==> config.mk <==
export PLATFORM = sky130hd
export DESIGN_NAME = uart_word_tx
export DESIGN_NICKNAME = d
export VERILOG_FILES = /design/src/rtl/uart_pkg.sv /design/src/rtl/uart_baud_gen.sv /design/src/rtl/uart_word_tx.sv
export SDC_FILE = /design/constraint.sdc
export NUM_CORES = 1
export LEC_CHECK = 0
export CAP_MARGIN = 20
export CORE_ASPECT_RATIO = 0.8
export CORE_MARGIN = 2
export CORE_UTILIZATION = 57
export CTS_CLUSTER_SIZE = 16
export DETAILED_ROUTE_END_ITERATION = 10
export PLACE_DENSITY_LB_ADDON = 0.12
export SLEW_MARGIN = 25
export SYNTH_ARGS = -nofsm -noshare
export SYNTH_HDL_FRONTEND = slang
export SYNTH_HIERARCHICAL = 1
export SYNTH_SLANG_ARGS = --single-unit
==> constraint.sdc <==
create_clock -name clk -period 5.6 [get_ports clk]
set_input_delay 1.12 -clock clk [delete_from_list [all_inputs] [get_ports clk]]
set_output_delay 1.12 -clock clk [all_outputs]
set_load 0.01 [all_outputs]
==> src/rtl/uart_pkg.sv <==
// -----------------------------------------------------------------------------
// uart_pkg
// Shared definitions for the UART blocks (this transmitter and the receiver).
//   uart_tx_state_t : transmitter FSM state encoding
//   UART_DATA_BITS  : data bits per character
//   UART_IDLE_LEVEL : line level while idle / during stop bits
//   UART_CLK_DIV    : default clocks per bit (100 MHz / 115200)
// Optional feature macro: UART_TX_PARITY_EN (adds the PARITY state).
// -----------------------------------------------------------------------------
package uart_pkg;

  localparam int   UART_DATA_BITS  = 8;
  localparam logic UART_IDLE_LEVEL = 1'b1;
  localparam int   UART_CLK_DIV    = 868;

`ifdef UART_TX_PARITY_EN
  typedef enum logic [2:0] {
    ST_IDLE   = 3'd0,
    ST_START  = 3'd1,
    ST_DATA   = 3'd2,
    ST_PARITY = 3'd3,
    ST_STOP   = 3'd4
  } uart_tx_state_t;
`else
  typedef enum logic [2:0] {
    ST_IDLE   = 3'd0,
    ST_START  = 3'd1,
    ST_DATA   = 3'd2,
    ST_STOP   = 3'd4
  } uart_tx_state_t;
`endif

endpackage

==> src/rtl/uart_baud_gen.sv <==
// -----------------------------------------------------------------------------
// uart_baud_gen
// Bit-period timer. While en is high a counter runs 0..CLK_DIV-1 and wraps;
// bit_end pulses for the one cycle in which the counter sits at CLK_DIV-1.
// The counter is held at 0 while en is low, so it restarts cleanly when en
// rises and the first bit_end comes exactly CLK_DIV cycles later.
// Ports:
//   clk     in  system clock
//   reset   in  asynchronous active-low reset
//   en      in  run the timer
//   bit_end out one-cycle pulse at the last cycle of each bit period
// -----------------------------------------------------------------------------
module uart_baud_gen #(
  parameter int CLK_DIV = uart_pkg::UART_CLK_DIV
) (
  input  logic clk,
  input  logic reset,
  input  logic en,
  output logic bit_end
);

  localparam int            CW   = $clog2(CLK_DIV);
  localparam logic [CW-1:0] LAST = CW'(CLK_DIV - 1);

  logic [CW-1:0] cnt_q, cnt_d;

  always_comb begin
    cnt_d = cnt_q;
    if (!en) begin
      cnt_d = '0;
    end else if (cnt_q == LAST) begin
      cnt_d = '0;
    end else begin
      cnt_d = cnt_q + 1'b1;
    end
  end

  always_ff @(posedge clk or negedge reset) begin
    if (!reset) begin
      cnt_q <= '0;
    end else begin
      cnt_q <= cnt_d;
    end
  end

  assign bit_end = en && (cnt_q == LAST);

endmodule

==> src/rtl/uart_word_tx.sv <==
// -----------------------------------------------------------------------------
// uart_word_tx
// Sends one NBYTES-byte word per handshake as back-to-back 8N1 characters,
// least-significant byte first. Byte k carries tx_word[8k+7:8k].
// Optional feature macro: UART_TX_PARITY_EN inserts an even-parity bit
// between data bit 7 and the stop bit (11 bit times per byte instead of 10).
//
// Handshake: a word is accepted on a rising clk edge where tx_valid && tx_ready.
// tx_word is sampled only at that edge; tx_valid/tx_word are ignored while
// busy. tx_ready is high only in IDLE, including the tx_done cycle, so a word
// held valid across the end of a frame is taken one edge after the last stop
// bit ends.
//
// Ports:
//   clk       in   system clock
//   reset     in   asynchronous active-low reset
//   tx_word   in   word to send (8*NBYTES bits)
//   tx_valid  in   producer has a word
//   tx_ready  out  block can accept a word
//   tx        out  serial line, idles high, driven from a flop
//   tx_busy   out  frame in progress (!tx_ready)
//   tx_done   out  one-cycle pulse after the last stop bit of the word
//   dbg_state out  current FSM state
// -----------------------------------------------------------------------------
module uart_word_tx
  import uart_pkg::*;
#(
  parameter int CLK_DIV = UART_CLK_DIV,
  parameter int NBYTES  = 4
) (
  input  logic                  clk,
  input  logic                  reset,
  input  logic [8*NBYTES-1:0]   tx_word,
  input  logic                  tx_valid,
  output logic                  tx_ready,
  output logic                  tx,
  output logic                  tx_busy,
  output logic                  tx_done,
  output uart_tx_state_t        dbg_state
);

  localparam int               W         = 8 * NBYTES;
  localparam int               BIW       = (NBYTES > 1) ? $clog2(NBYTES) : 1;
  localparam logic [BIW-1:0]   LAST_BYTE = BIW'(NBYTES - 1);
  localparam logic [2:0]       LAST_BIT  = 3'(UART_DATA_BITS - 1);

  uart_tx_state_t  state_q, state_d;
  logic [W-1:0]    shift_q, shift_d;
  logic [2:0]      bit_q,   bit_d;
  logic [BIW-1:0]  byte_q,  byte_d;
  logic            tx_q,    tx_d;
  logic            done_q,  done_d;

  logic            bit_end;
  logic            accept;

  assign tx_ready  = (state_q == ST_IDLE);
  assign tx_busy   = !tx_ready;
  assign accept    = tx_valid && tx_ready;
  assign tx        = tx_q;
  assign tx_done   = done_q;
  assign dbg_state = state_q;

  // The timer runs for the whole word; it wraps across byte boundaries so
  // consecutive characters follow with no gap.
  uart_baud_gen #(
    .CLK_DIV (CLK_DIV)
  ) u_baud (
    .clk     (clk),
    .reset   (reset),
    .en      (state_q != ST_IDLE),
    .bit_end (bit_end)
  );

  always_comb begin
    state_d = state_q;
    shift_d = shift_q;
    bit_d   = bit_q;
    byte_d  = byte_q;
    done_d  = 1'b0;
    tx_d    = UART_IDLE_LEVEL;

    case (state_q)
      ST_IDLE: begin
        if (accept) begin
          shift_d = tx_word;
          byte_d  = '0;
          bit_d   = '0;
          state_d = ST_START;
        end
      end
      ST_START: begin
        if (bit_end) begin
          bit_d   = '0;
          state_d = ST_DATA;
        end
      end
      ST_DATA: begin
        if (bit_end) begin
          if (bit_q == LAST_BIT) begin
`ifdef UART_TX_PARITY_EN
            state_d = ST_PARITY;
`else
            state_d = ST_STOP;
`endif
          end else begin
            bit_d = bit_q + 1'b1;
          end
        end
      end
`ifdef UART_TX_PARITY_EN
      ST_PARITY: begin
        if (bit_end) begin
          state_d = ST_STOP;
        end
      end
`endif
      ST_STOP: begin
        if (bit_end) begin
          if (byte_q < LAST_BYTE) begin
            byte_d  = byte_q + 1'b1;
            shift_d = shift_q >> UART_DATA_BITS;
            state_d = ST_START;
          end else begin
            state_d = ST_IDLE;
            done_d  = 1'b1;
          end
        end
      end
      default: begin
        state_d = ST_IDLE;
      end
    endcase

    // The line level is decoded from the state being entered, so tx changes
    // on the same edge as the state and comes straight out of a flop.
    case (state_d)
      ST_START:  tx_d = 1'b0;
      ST_DATA:   tx_d = shift_d[bit_d];
`ifdef UART_TX_PARITY_EN
      ST_PARITY: tx_d = ^shift_d[7:0];
`endif
      default:   tx_d = UART_IDLE_LEVEL;
    endcase
  end

  always_ff @(posedge clk or negedge reset) begin
    if (!reset) begin
      state_q <= ST_IDLE;
      shift_q <= '0;
      bit_q   <= '0;
      byte_q  <= '0;
      tx_q    <= UART_IDLE_LEVEL;
      done_q  <= 1'b0;
    end else begin
      state_q <= state_d;
      shift_q <= shift_d;
      bit_q   <= bit_d;
      byte_q  <= byte_d;
      tx_q    <= tx_d;
      done_q  <= done_d;
    end
  end

endmodule

### After elaboration in Yosys (flattened, before gate mapping)

Cells that the tools add are included.

| word-level totals | value |
|---|---|
| register bits after elaboration | 52 |
| input bits | 35 |
| output and inout port bits | 7 |
| logic and storage cells | 58 |

| cells by class | value |
|---|---|
| add/sub/neg operators | 3 |
| $lt $le $gt $ge | 2 |
| equality and inequality tests | 10 |
| muxes and demuxes | 28 |
| reductions and logical operators | 7 |

Operators with widths:

| operator | count |
|---|---|
| 32-bit 2-to-1 mux | 3 |
| 32-bit one-hot mux with 2 select lines | 1 |
| 3-bit 2-to-1 mux | 9 |
| 10-bit 2-to-1 mux | 2 |
| 3-bit one-hot mux with 4 select lines | 1 |
| 10-bit by 1-bit adder with 10-bit output, second input constant | 1 |
| 10-bit == test, second input constant | 1 |
| 3-bit one-hot mux with 3 select lines | 1 |
| 3-bit by 1-bit == test with 1-bit output, second input constant | 2 |
| 3-bit by 2-bit == test with 1-bit output, second input constant | 2 |
| 3-bit == test, second input constant | 2 |
| 3-bit by 6-bit < comparator with 1-bit output, second input constant | 1 |
| 2-bit 2-to-1 mux | 3 |
| 1-bit 2-to-1 mux | 5 |
| 2-bit != test, second input constant | 2 |
| 2-bit one-hot mux with 2 select lines | 1 |
| 4-bit AND reduction | 1 |
| 3-bit by 1-bit adder with 3-bit output, second input constant | 1 |
| 1-bit binary-select mux with 3-bit select | 1 |
| 3-bit zero test | 1 |
| 3-bit nonzero test | 1 |
| 2-bit by 1-bit adder with 2-bit output, second input constant | 1 |
| 1-bit logical AND | 2 |
| 2-bit < comparator, second input constant | 1 |
| 4 further kinds | 4 |

### Logic depth before layout (Yosys ltp)

Gate-level depths: netlist of the first run.

| depth | value |
|---|---|
| depth after elaboration | 7 |
| mapped depth | 12 |
| mapped depth without buffers | 10 |

### Cells and area by module

The synthesis of the first run kept the hierarchy.

Modules (own cells, without submodules):

| module | times used | cells an instance | area an instance (µm²) | seq. area each (µm²) |
|---|---|---|---|---|
| uart_word_tx | 1 | 201 | 2013.2 | 1052.3 |
| uart_baud_gen | 1 | 52 | 525.5 | 250.2 |

### Worst setup path after synthesis of the first run

Ideal clock, no wire load.

| path | value |
|---|---|
| kind | reg-to-reg |
| start | reg state_q[2] (netlist: dbg_state[2]) |
| end | reg tx_q (netlist: tx) |
| library setup time | 83 ps |
| arrival | 3090 ps |
| required time | 5517 ps |
| slack | 2426 ps |
| stages on the path, launching flop included | 12 |
| path buffers | 2 |
| period minus slack after synthesis | 3174 ps |
| cell sequence | dfrtp_1 -> clkbuf_1 -> or3_1 -> inv_1 -> nor3_1 -> nor2b_1 -> a311oi_2 -> o32a_1 -> buf_2 -> mux2i_1 -> o22ai_1 -> o32a_1 |

| between the ends | value |
|---|---|
| cells in the longest elaborated chain, start to end | 7 |
| elaborated cells on any way between the ends | 25 |
| classes of those cells | 5 x eq/ne; 16 x mux; 4 x reduce/logical |

Ends and longest elaborated chain:

| element | line | RTL |
|---|---|---|
| start, declared | uart_word_tx.sv:47 | `uart_tx_state_t state_q, state_d;` |
| start signal, assigned | uart_word_tx.sv:156 | `state_q <= state_d;` |
| 3-bit nonzero test * | uart_word_tx.sv:71 | `.en (state_q != ST_IDLE),` |
| 1-bit logical AND * | uart_baud_gen.sv:46 | `assign bit_end = en && (cnt_q == LAST);` |
| via bit_end | uart_word_tx.sv:54 | `logic bit_end;` |
| 3-bit 2-to-1 mux, on equally long branches | uart_word_tx.sv:99, uart_word_tx.sv:93 |  |
| 3-bit one-hot mux with 3 select lines * | uart_word_tx.sv:83 | `case (state_q)` |
| via bit_d[0] | uart_word_tx.sv:49 | `logic [2:0] bit_q, bit_d;` |
| 1-bit binary-select mux with 3-bit select * | uart_word_tx.sv:139 | `ST_DATA: tx_d = shift_d[bit_d];` |
| 1-bit 2-to-1 mux (implied by the code) * | uart_word_tx.sv:139 |  |
| 1-bit one-hot mux with 2 select lines * | uart_word_tx.sv:137 | `case (state_d)` |
| via tx_d | uart_word_tx.sv:51 | `logic tx_q, tx_d;` |
| end signal, assigned | uart_word_tx.sv:160 | `tx_q <= tx_d;` |
| end, declared | uart_word_tx.sv:51 |  |

Mark *: on every way through the listed nets, which the timed path passes. The rest lies on a longest branch. The select of a mux whose other input is x is not followed.
A chain may end at the register's enable or synchronous reset.

### Worst setup path after layout of the first run

| path | value |
|---|---|
| start | reg state_q[0] (netlist: dbg_state[0]) |
| end | reg tx_q (netlist: tx) |

| between the ends | value |
|---|---|
| cells in the longest elaborated chain, start to end | 7 |
| elaborated cells on any way between the ends | 25 |
| classes of those cells | 5 x eq/ne; 16 x mux; 4 x reduce/logical |

Ends and longest elaborated chain:

| element | line | RTL |
|---|---|---|
| 3-bit nonzero test * | uart_word_tx.sv:71 |  |
| 1-bit logical AND * | uart_baud_gen.sv:46 |  |
| via bit_end | uart_word_tx.sv:54 |  |
| 3-bit 2-to-1 mux, or another cell as far along | uart_word_tx.sv:99 | `if (bit_end) begin` |
| 3-bit one-hot mux with 3 select lines / 32-bit one-hot mux with 2 select lines (equally long branches) | uart_word_tx.sv:83 |  |
| 1-bit binary-select mux with 3-bit select | uart_word_tx.sv:139 |  |
| 1-bit 2-to-1 mux (implied by the code) | uart_word_tx.sv:139 |  |
| 1-bit one-hot mux with 2 select lines * | uart_word_tx.sv:137 |  |
| via tx_d | uart_word_tx.sv:51 |  |

Marked as above.

==> results of run 1 <==
-- kinds of logic (layout without fill, tap and decap cells) --
| logic type | Yosys count | count (layout) |
|---|---|---|
| flops | 52 | 52 |
| compound gates | 56 | 56 |
| simple gates | 107 | 107 |
| buf+inv | 23 | 61 |
| mux | 7 | 7 |
| xor+xnor | 5 | 5 |
| fa+ha+maj | 3 | 3 |
-- synth_stat cells (all sizes together) --
library cell / n
a22oi: 16
a311oi: 1
o211ai: 2
o31ai: 2
ha: 3
dfstp: 1
o22ai: 2
clkbuf: 7
nand3b: 1
nand3: 6
nor3: 3
mux2i: 6
nor4b: 3
or3: 3
o21ai: 12
inv: 10
and4: 2
dfrtp: 51
nand4: 2
nand2b: 1
nor3b: 1
a221o: 8
xor2: 4
xnor2: 1
a41oi: 1
a31oi: 2
a21o: 2
o32a: 3
a21oi: 4
nor2: 11
and2: 11
nor2b: 1
nand2: 59
and4bb: 1
nor4: 1
o31a: 1
buf: 6
mux2: 1
and3: 1
-- worst max path at each step --
| stage | end | slack, ns |
|---|---|---|
| after floorplan | tx | 2.43 |
| after global placement | tx | 2.06 |
| after detailed placement | tx | 1.95 |
| after CTS | tx | 2.13 |
| after global routing | tx | 1.77 |
| final | tx | 2.09 |
-- through the flow --
stage	utilization	total power, mW	std cells
after floorplan	-	0.4096	253
after global placement	0.6980	0.4443	340
after detailed placement	0.6980	0.4453	340
after CTS	0.7306	0.7518	348
after global routing	0.7323	0.7726	348
final	0.7323	0.7411	348
-- metal layers --
layer  GRT usage  wire length [um]  vias up
met1      0.3485              2554      930
met3     0.05014               236        5
met5           0                 0        -
met2      0.3269              2287       47
li1            -                 -      971
met4     0.06579                47        0
-- report_power, final --
part	switching [mW]	internal (mW)
clock network	0.124	0.180
logic	0.0174	0.0275
registers	0.00588	0.387
-- sequential cells by signal, indices dropped and copies added, names as in the netlist --
name and count:
dbg_state 3, bit_q 3, tx 1, tx_done 1, byte_q 2, u_baud/cnt_q 10
shift_q 32
-- cell type report --
class / instances / area, um2 / share of cell area
inverter: 10 / 37.54 / 0.01212
timing repair buffer: 43 / 420.4 / 0.1357
clock buffer: 5 / 68.82 / 0.02221
tap: 57 / 71.32 / 0.02302
multi-input combinational: 178 / 1129 / 0.3643
clock inverter: 3 / 68.82 / 0.02221
sequential: 52 / 1303 / 0.4204
==> results.py, run 1 <==
metrics = {
    "clock_tree": {
        "cts_buffers": 5,
        "postCtsSetupRepairBufs": 0,
        "cts_hold_buf": 0,
        "cts_resized": 0,
        "cts_buffer_depth": 2,
        "cts_tree": "yes",
        "clkLatencyLatePin_ns": 0.30,
        "clockRootBuffer": "clkbuf_8",
        "clk_pin_slew_ns": 0.09,
        "cts_sinks": 52,
        "htree_levels": 2,
    },
    "logic_synthesis": {
        "netlist.area_leader.share": 0.5027,
        "synth_area_leaders": "dfrtp_1 (50%), nand2_1 (8.7%), a22oi_1 (4.7%)",
        "synth-seq-area-share": 0.5131,
        "synth_compound_area_frac": 0.1705,
        "synth_top_family_by_area": "simple AND/OR/NAND/NOR gates",
        "synth_top_area_cell": "dfrtp_1",
        "ys_types": 49,
        "synth_nets": 291,
        "synthMuxAreaShare": 0.02809,
        "synthCells": 253,
        "synth-xor-area-share": 0.01725,
        "yosys_warnings": 6,
        "synthSimpleGateAreaFrac": 0.2109,
        "synthAdderAreaFrac": 0.01479,
        "synth.avg_cell_area_um2": 10.03,
        "ys_seq_elements": 52,
        "synth.cell_area_um2": 2539,
    },
    "floorplanning": {
        "io_pins": 42,
        "fp.dieArea_um2": 5007,
        "std_cell_rows": 21,
        "die_h_um": 63.69,
        "die_w_um": 78.62,
        "start_util": 0.6001,
        "core_um2": 4230,
    },
    "sta": {
        "fin_skew_ns": 0.003449,
        "fmax_ghz": 0.2846,
        "fin_crit_ns": 3.513,
        "hold_ws_ns": 0.4843,
        "tightest_slew_ns": 0.7672,
        "fin_crit_sh": 0.6274,
        "drv_slew": 0,
        "setup-tns-final_ns": 0,
        "layout_setup_ws_ns": 2.087,
        "setup_viol": 0,
        "hold_violations": 0,
        "maxSlewHeadroom": 0.4846,
        "rsz0062_at_grt": "false",
    },
    "layout": {
        "final_cell_mix": "nand2_1 (59), dfrtp_1 (51), clkdlybuf4s50_1 (40), a22oi_1 (16), nor2_1 (11)",
        "nets": 328,
        "area_growth_pct": 22.03,
        "final_common_cell": "nand2_1",
        "drive_gt1_frac": 0.07904,
        "fillerInstances": 322,
        "num_antenna_cells": 0,
        "stdcell_area_um2": 3098,
    },
    "global_route": {
        "grt_pass1_wl_um": 8776,
        "grt_antenna_before_repair": 0,
        "grt_use_total": 0.2284,
        "grt-ovfl-total": 0,
        "grt_pass1_vias": 1813,
        "grt_max_degree": 53,
    },
    "drt": {
        "dr_total_vias": 1953,
        "wl_per_cell_um": 14.73,
        "drtAntennaViolNets": 0,
        "drt-total-wl_um": 5126,
        "drc": 0,
        "firstDrtPassIters": 4,
        "vias_per_cell": 5.612,
        "drtIter0Drc": 144,
    },
    "worst_setup_path": {
        "critPathBufInv": 1,
        "end_kind": "flop",
        "ff2ff_path_depth": 9,
        "path_class": "reg -> reg",
        "crit_slowest_cell": "dfrtp_1",
        "path_cells": "or3_1 > inv_1 > nor3_1 > nor3b_1 > and3_1 > o32a_1 > mux2i_1 > o22ai_1 > o32a_1",
        "r2r-end": "tx",
        "r2r_start": "dbg_state[0]",
        "r2r_slack_ns": 2.09,
        "crit_top_cell": "o32a_1",
        "worst-path-stages": 9,
        "critPathTopFamily": "simple AND/OR/NAND/NOR gates",
        "cp.arrival_ns": 3.75,
        "crit_path_max_fanout": 13,
        "cp.required_ns": 5.84,
        "critPathLaunch": "dbg_state[0]",
        "max_stage_delay_ns": 0.66,
        "startpoint_type": "flop",
    },
    "power": {
        "power_density_nw_per_um2": 239.2,
        "peakVddDrop_uv": 136.3,
        "p_leak_nw": 1.371,
    },
    "place": {
        "place.gp.congestion": 0.8299,
        "numPortBuffers": 41,
        "place_area_um2": 2953,
        "dp_slack_ns": 1.955,
        "dp_hpwl_um": 3376,
    },
    "hold_path": {
        "holdPathEnd": "u_baud/cnt_q[0]",
        "hp-start": "u_baud/cnt_q[0]",
        "hp-class": "reg -> reg",
        "hold_depth": 1,
    },
    "status": {
        "outcome": "completed",
    },
    "flow_run": {
        "drv_cap": 0,
    },
}
No activity file was read; power rests on OpenSTA's default activity.
==> inputs of run 2 (changes only) <==
CORE_UTILIZATION = 48   (was 57)
clock period = 3.1 ns   (was 5.6 ns; I/O delays follow)
==> results.py, run 2 (same netlist as run 1, synthesis figures left out) <==
metrics = {
    "sta": {
        "fin_crit_ns": 2.957,
        "tightest_slew_ns": 0.4790,
        "fmax_ghz": 0.3382,
        "maxSlewHeadroom": 0.6807,
        "fin_skew_ns": 0.008297,
        "hold_violations": 0,
        "fin_crit_sh": 0.9539,
        "drv_slew": 0,
        "setup_viol": 0,
        "hold_ws_ns": 0.1935,
    },
    "floorplanning": {
        "die_h_um": 69.05,
        "core_um2": 5065,
        "io_pins": 42,
        "std_cell_rows": 23,
        "fp.dieArea_um2": 5890,
        "start_util": 0.5012,
        "die_w_um": 85.31,
    },
    "worst_setup_path": {
        "path_cells": "ha_2 > nor4b_4 > nand3b_4 > nor3_4 > buf_4 > nor2b_1 > a311oi_2 > o32a_1 > mux2i_1 > o22ai_1 > o32a_1",
        "max_stage_delay_ns": 0.47,
        "startpoint_type": "flop",
        "critPathBufInv": 1,
        "cp.required_ns": 3.34,
        "r2r_start": "u_baud/cnt_q[0]",
        "crit_slowest_cell": "o32a_1",
        "endpoint": "tx",
        "crit_top_cell": "o32a_1",
        "end_kind": "flop",
        "r2r_slack_ns": 0.14,
        "r2r-end": "tx",
        "critPathLaunch": "u_baud/cnt_q[0]",
        "ff2ff_path_depth": 11,
        "path_class": "reg -> reg",
        "crit_path_max_fanout": 5,
        "cp.arrival_ns": 3.20,
        "worst-path-stages": 11,
        "critPathTopFamily": "compound AO/OA/AOI/OAI gates",
    },
    "layout": {
        "drive_gt1_frac": 0.1225,
        "final_common_cell": "nand2_1",
        "final_cell_mix": "nand2_1 (59), dfrtp_1 (51), clkdlybuf4s50_1 (40), a22oi_1 (16), buf_4 (13)",
        "fin_cells": 364,
        "largest_reg_flops": 32,
        "regMostFlops": "shift_q",
        "nets": 339,
        "reg_top3": "shift_q x32, u_baud/cnt_q x10",
        "area_growth_pct": 24.59,
        "num_antenna_cells": 0,
    },
    "global_route": {
        "grt_pass1_wl_um": 8659,
        "grt_use_total": 0.1845,
        "grt_pass1_vias": 1788,
        "grt_max_degree": 28,
        "grt_antenna_before_repair": 0,
        "grt-ovfl-total": 0,
    },
    "drt": {
        "wl_met1_um": 2689,
        "wl_per_cell_um": 14.49,
        "dr_total_vias": 1967,
        "drt-total-wl_um": 5273,
        "top_layer": "met4",
        "firstDrtPassIters": 4,
        "drtIter0Drc": 89,
        "drc": 0,
        "drtAntennaViolNets": 0,
        "wl_met2_um": 2282,
        "wl_met3_um": 267,
        "vias_per_cell": 5.404,
    },
    "clock_tree": {
        "htree_levels": 2,
        "clockRootBuffer": "clkbuf_8",
        "clk_pin_slew_ns": 0.10,
        "cts_buffers": 5,
        "clkLatencyLatePin_ns": 0.31,
        "cts_buffer_depth": 2,
        "cts_sinks": 52,
        "cts_tree": "yes",
    },
    "power": {
        "peakVddDrop_uv": 229.4,
        "p_leak_nw": 1.434,
        "power_density_nw_per_um2": 374.7,
    },
    "place": {
        "place.gp.congestion": 0.8043,
        "numPortBuffers": 41,
        "dp_cells": 352,
        "dp_hpwl_um": 3774,
    },
    "hold_path": {
        "hp-class": "in -> async",
    },
    "flow_run": {
        "drv_cap": 0,
    },
    "status": {
        "outcome": "completed",
    },
}
run 2: metal layers:
metal / vias to the layer above / GRT usage
met5: - / 0
met4: 0 / 0.05820
met1: 928 / 0.2890
met2: 45 / 0.2483
met3: 2 / 0.04551
li1: 992 / -
run 2: what timing repair did:
| item | CTS | global route |
|---|---|---|
| resized for setup | 0 | 5 |
| endpoints found under the setup margin | 0 | 1 |
| buffers inserted | 0 | 4 |
| hold buffers | 0 | 0 |
run 2: worst register-to-register path: cells and delay by family (launching register included):
kind | cells | cell delay, ns
AOI/OAI and AO/OA | 4 | 1.01
adders and majority gates | 1 | 0.23
buffers and inverters | 1 | 0.16
muxes | 1 | 0.22
DFF | 1 | 0.39
and+or+nand+nor | 4 | 0.87
run 2: how the worst min path moves through the flow:
stage	to	slack [ns]	cells past startpoint
global route	u_baud/cnt_q[0]	0.20	1
CTS	u_baud/cnt_q[0]	0.19	1
floorplan	bit_q[0]	0.32	0
global placement	shift_q[23]	0.46	2
finish	u_baud/cnt_q[0]	0.19	1
detailed placement	shift_q[21]	0.46	2
run 2: per-stage QoR:
stage | setup TNS [ns] | util | instance area (um2) | setup slack [ns] | power [mW]
floorplan | 0 | - | 2544 | 0.08506 | 0.7398
global placement | 0 | 0.5956 | 3017 | 0.1370 | 0.8044
detailed placement | 0 | 0.5956 | 3017 | 0.04508 | 0.8068
CTS | 0 | 0.6134 | 3107 | 0.008607 | 1.200
global route | -0.01262 | 0.6245 | 3163 | -0.01262 | 1.235
finish | 0 | 0.6245 | 3163 | 0.1428 | 1.185
run 2: cell type report:
| type | instances | area, um2 |
|---|---|---|
| multi-input cells | 178 | 1152 |
| clock inverters | 3 | 21.27 |
| flip-flops and latches | 52 | 1303 |
| well taps | 62 | 77.57 |
| inverters | 10 | 37.54 |
| fillers | 412 | 1902 |
| clock buffers | 5 | 68.82 |
| repair buffers | 54 | 503.0 |
run 2: power breakdown:
group | total (mW) | switching [mW] | leakage (nW) | internal [mW]
combinational | 0.0829 | 0.0323 | 0.736 | 0.0506
sequential | 0.710 | 0.0106 | 0.653 | 0.699
clock | 0.393 | 0.232 | 0.0445 | 0.161
total | 1.19 | 0.275 | 1.43 | 0.910
==> inputs of run 3 (changes only) <==
CORE_UTILIZATION = 50   (was 48)
CTS_BUF_LIST = sky130_fd_sc_hd__clkbuf_4   (was unset)
==> results.py, run 3 (same netlist as run 1, synthesis figures left out) <==
metrics = {
    "layout": {
        "drive_gt1_frac": 0.1040,
        "nets": 335,
        "final_cell_mix": "nand2_1 (59), dfrtp_1 (51), clkdlybuf4s50_1 (40), a22oi_1 (16), nor2_1 (11)",
        "largest_reg_flops": 32,
        "area_growth_pct": 21.44,
        "regMostFlops": "shift_q",
        "reg_top3": "shift_q x32, u_baud/cnt_q x10",
        "utilization": 0.6229,
        "num_antenna_cells": 0,
        "stdcell_area_um2": 3083,
        "final_common_cell": "nand2_1",
    },
    "sta": {
        "fmax_ghz": 0.3412,
        "rsz0062_at_grt": "false",
        "fin_skew_ns": 0.01367,
        "setup-tns-final_ns": 0,
        "hold_ws_ns": 0.3367,
        "drv_slew": 0,
        "hold_violations": 0,
        "fin_crit_sh": 0.9454,
        "maxSlewHeadroom": 0.5832,
        "fin_crit_ns": 2.931,
        "setup_viol": 0,
        "tightest_slew_ns": 0.6251,
    },
    "worst_setup_path": {
        "crit_path_max_fanout": 5,
        "ff2ff_path_depth": 10,
        "cp.arrival_ns": 3.23,
        "critPathLaunch": "u_baud/cnt_q[0]",
        "path_class": "reg -> reg",
        "r2r-end": "tx",
        "cp.required_ns": 3.40,
        "startpoint_type": "flop",
        "end_kind": "flop",
        "r2r_start": "u_baud/cnt_q[0]",
        "r2r_slack_ns": 0.17,
    },
    "drt": {
        "drtAntennaViolNets": 0,
        "vias_per_cell": 5.586,
        "dr_total_vias": 2011,
        "wl_per_cell_um": 14.83,
        "drt-total-wl_um": 5340,
        "drtIter0Drc": 126,
        "drc": 0,
        "firstDrtPassIters": 5,
    },
    "global_route": {
        "busiest_layer": "met2",
        "grt_use_total": 0.1969,
        "gr-usage-met2": 0.3010,
        "grt-ovfl-total": 0,
        "grt_antenna_before_repair": 0,
        "grt_pass1_vias": 1870,
        "grt_pass1_wl_um": 8832,
        "use_met1": 0.2814,
        "grt_max_degree": 53,
        "use_met3": 0.04645,
    },
    "clock_tree": {
        "cts_buffers": 5,
        "clkLatencyLatePin_ns": 0.37,
        "cts_sinks": 52,
        "cts_tree": "yes",
        "cts_hold_buf": 0,
        "htree_levels": 2,
        "postCtsSetupRepairBufs": 0,
        "clockRootBuffer": "clkbuf_4",
        "clk_pin_slew_ns": 0.15,
        "cts_buffer_depth": 2,
    },
    "floorplanning": {
        "die_h_um": 67.74,
        "die_w_um": 83.67,
        "std_cell_rows": 23,
        "start_util": 0.5129,
        "core_um2": 4950,
        "io_pins": 42,
        "fp.dieArea_um2": 5667,
    },
    "flow_run": {
        "drv_cap": 0,
    },
    "place": {
        "place.gp.congestion": 0.7989,
        "numPortBuffers": 41,
        "dp_hpwl_um": 3845,
        "place_area_um2": 3017,
    },
    "power": {
        "peakVddDrop_uv": 210.1,
        "power_density_nw_per_um2": 354.0,
        "p_leak_nw": 1.369,
    },
    "hold_path": {
        "hp-class": "in -> async",
    },
    "status": {
        "outcome": "completed",
    },
}
[run 3: cell types whose count changed in the layout (fill, tap and decap cells not counted), sizes merged]
cell,change
clkinv,+1
clkinvlp,-1
buf,-4
[run 3: per-layer routing]
metal | vias up | part of all wire
met1 | 954 | 0.49
li1 | 987 | -
met5 | - | 0
met2 | 61 | 0.44
met4 | 0 | 0.016
met3 | 9 | 0.053
[run 3: final cells by class]
| type | instances | area (um2) |
|---|---|---|
| tap | 62 | 77.57 |
| fill | 453 | 1867 |
| timing repair buffer | 50 | 473.0 |
| clock buffer | 5 | 37.54 |
| clock inverter | 3 | 17.52 |
| multi-input combinational | 178 | 1137 |
| inverter | 10 | 37.54 |
| sequential | 52 | 1303 |
[run 3: worst max-delay path, stage by stage, from the launching register on]
cell	delay (ns)
dfrtp_1	0.41
ha_1	0.24
nor4b_2	0.28
nand3b_2	0.22
nor3_4	0.25
nor3b_2	0.26
and3_1	0.23
o32a_1	0.31
mux2i_1	0.22
o22ai_1	0.10
o32a_1	0.34
[run 3: stage by stage]
step | power [mW] | setup WS (ns) | std cells
detailed placement | 0.8054 | 0.04589 | 352
global placement | 0.8034 | 0.2362 | 352
floorplan | 0.7398 | 0.08506 | 253
CTS | 1.105 | 0.0009373 | 360
global route | 1.144 | 0.03138 | 360
finish | 1.091 | 0.1694 | 360
[run 3: how the worst max path moves through the flow]
stage	end	slack, ns	cells past startpoint
floorplan	tx	0.09	11
global placement	tx	0.24	10
detailed placement	tx	0.05	10
CTS	tx	0.0009	10
global route	tx	0.03	10
finish	tx	0.17	10
[run 3: report_power, final]
part | leakage (nW) | internal [mW] | switching, mW
registers | 0.653 | 0.699 | 0.0110
logic | 0.684 | 0.0497 | 0.0312
clock network | 0.0330 | 0.0881 | 0.212
total | 1.37 | 0.837 | 0.254
[run 3: timing repair]
action | in CTS | in global routing
endpoints found under the setup margin | 0 | 1
resized for setup | 0 | 2
hold endpoints to repair | 0 | 0
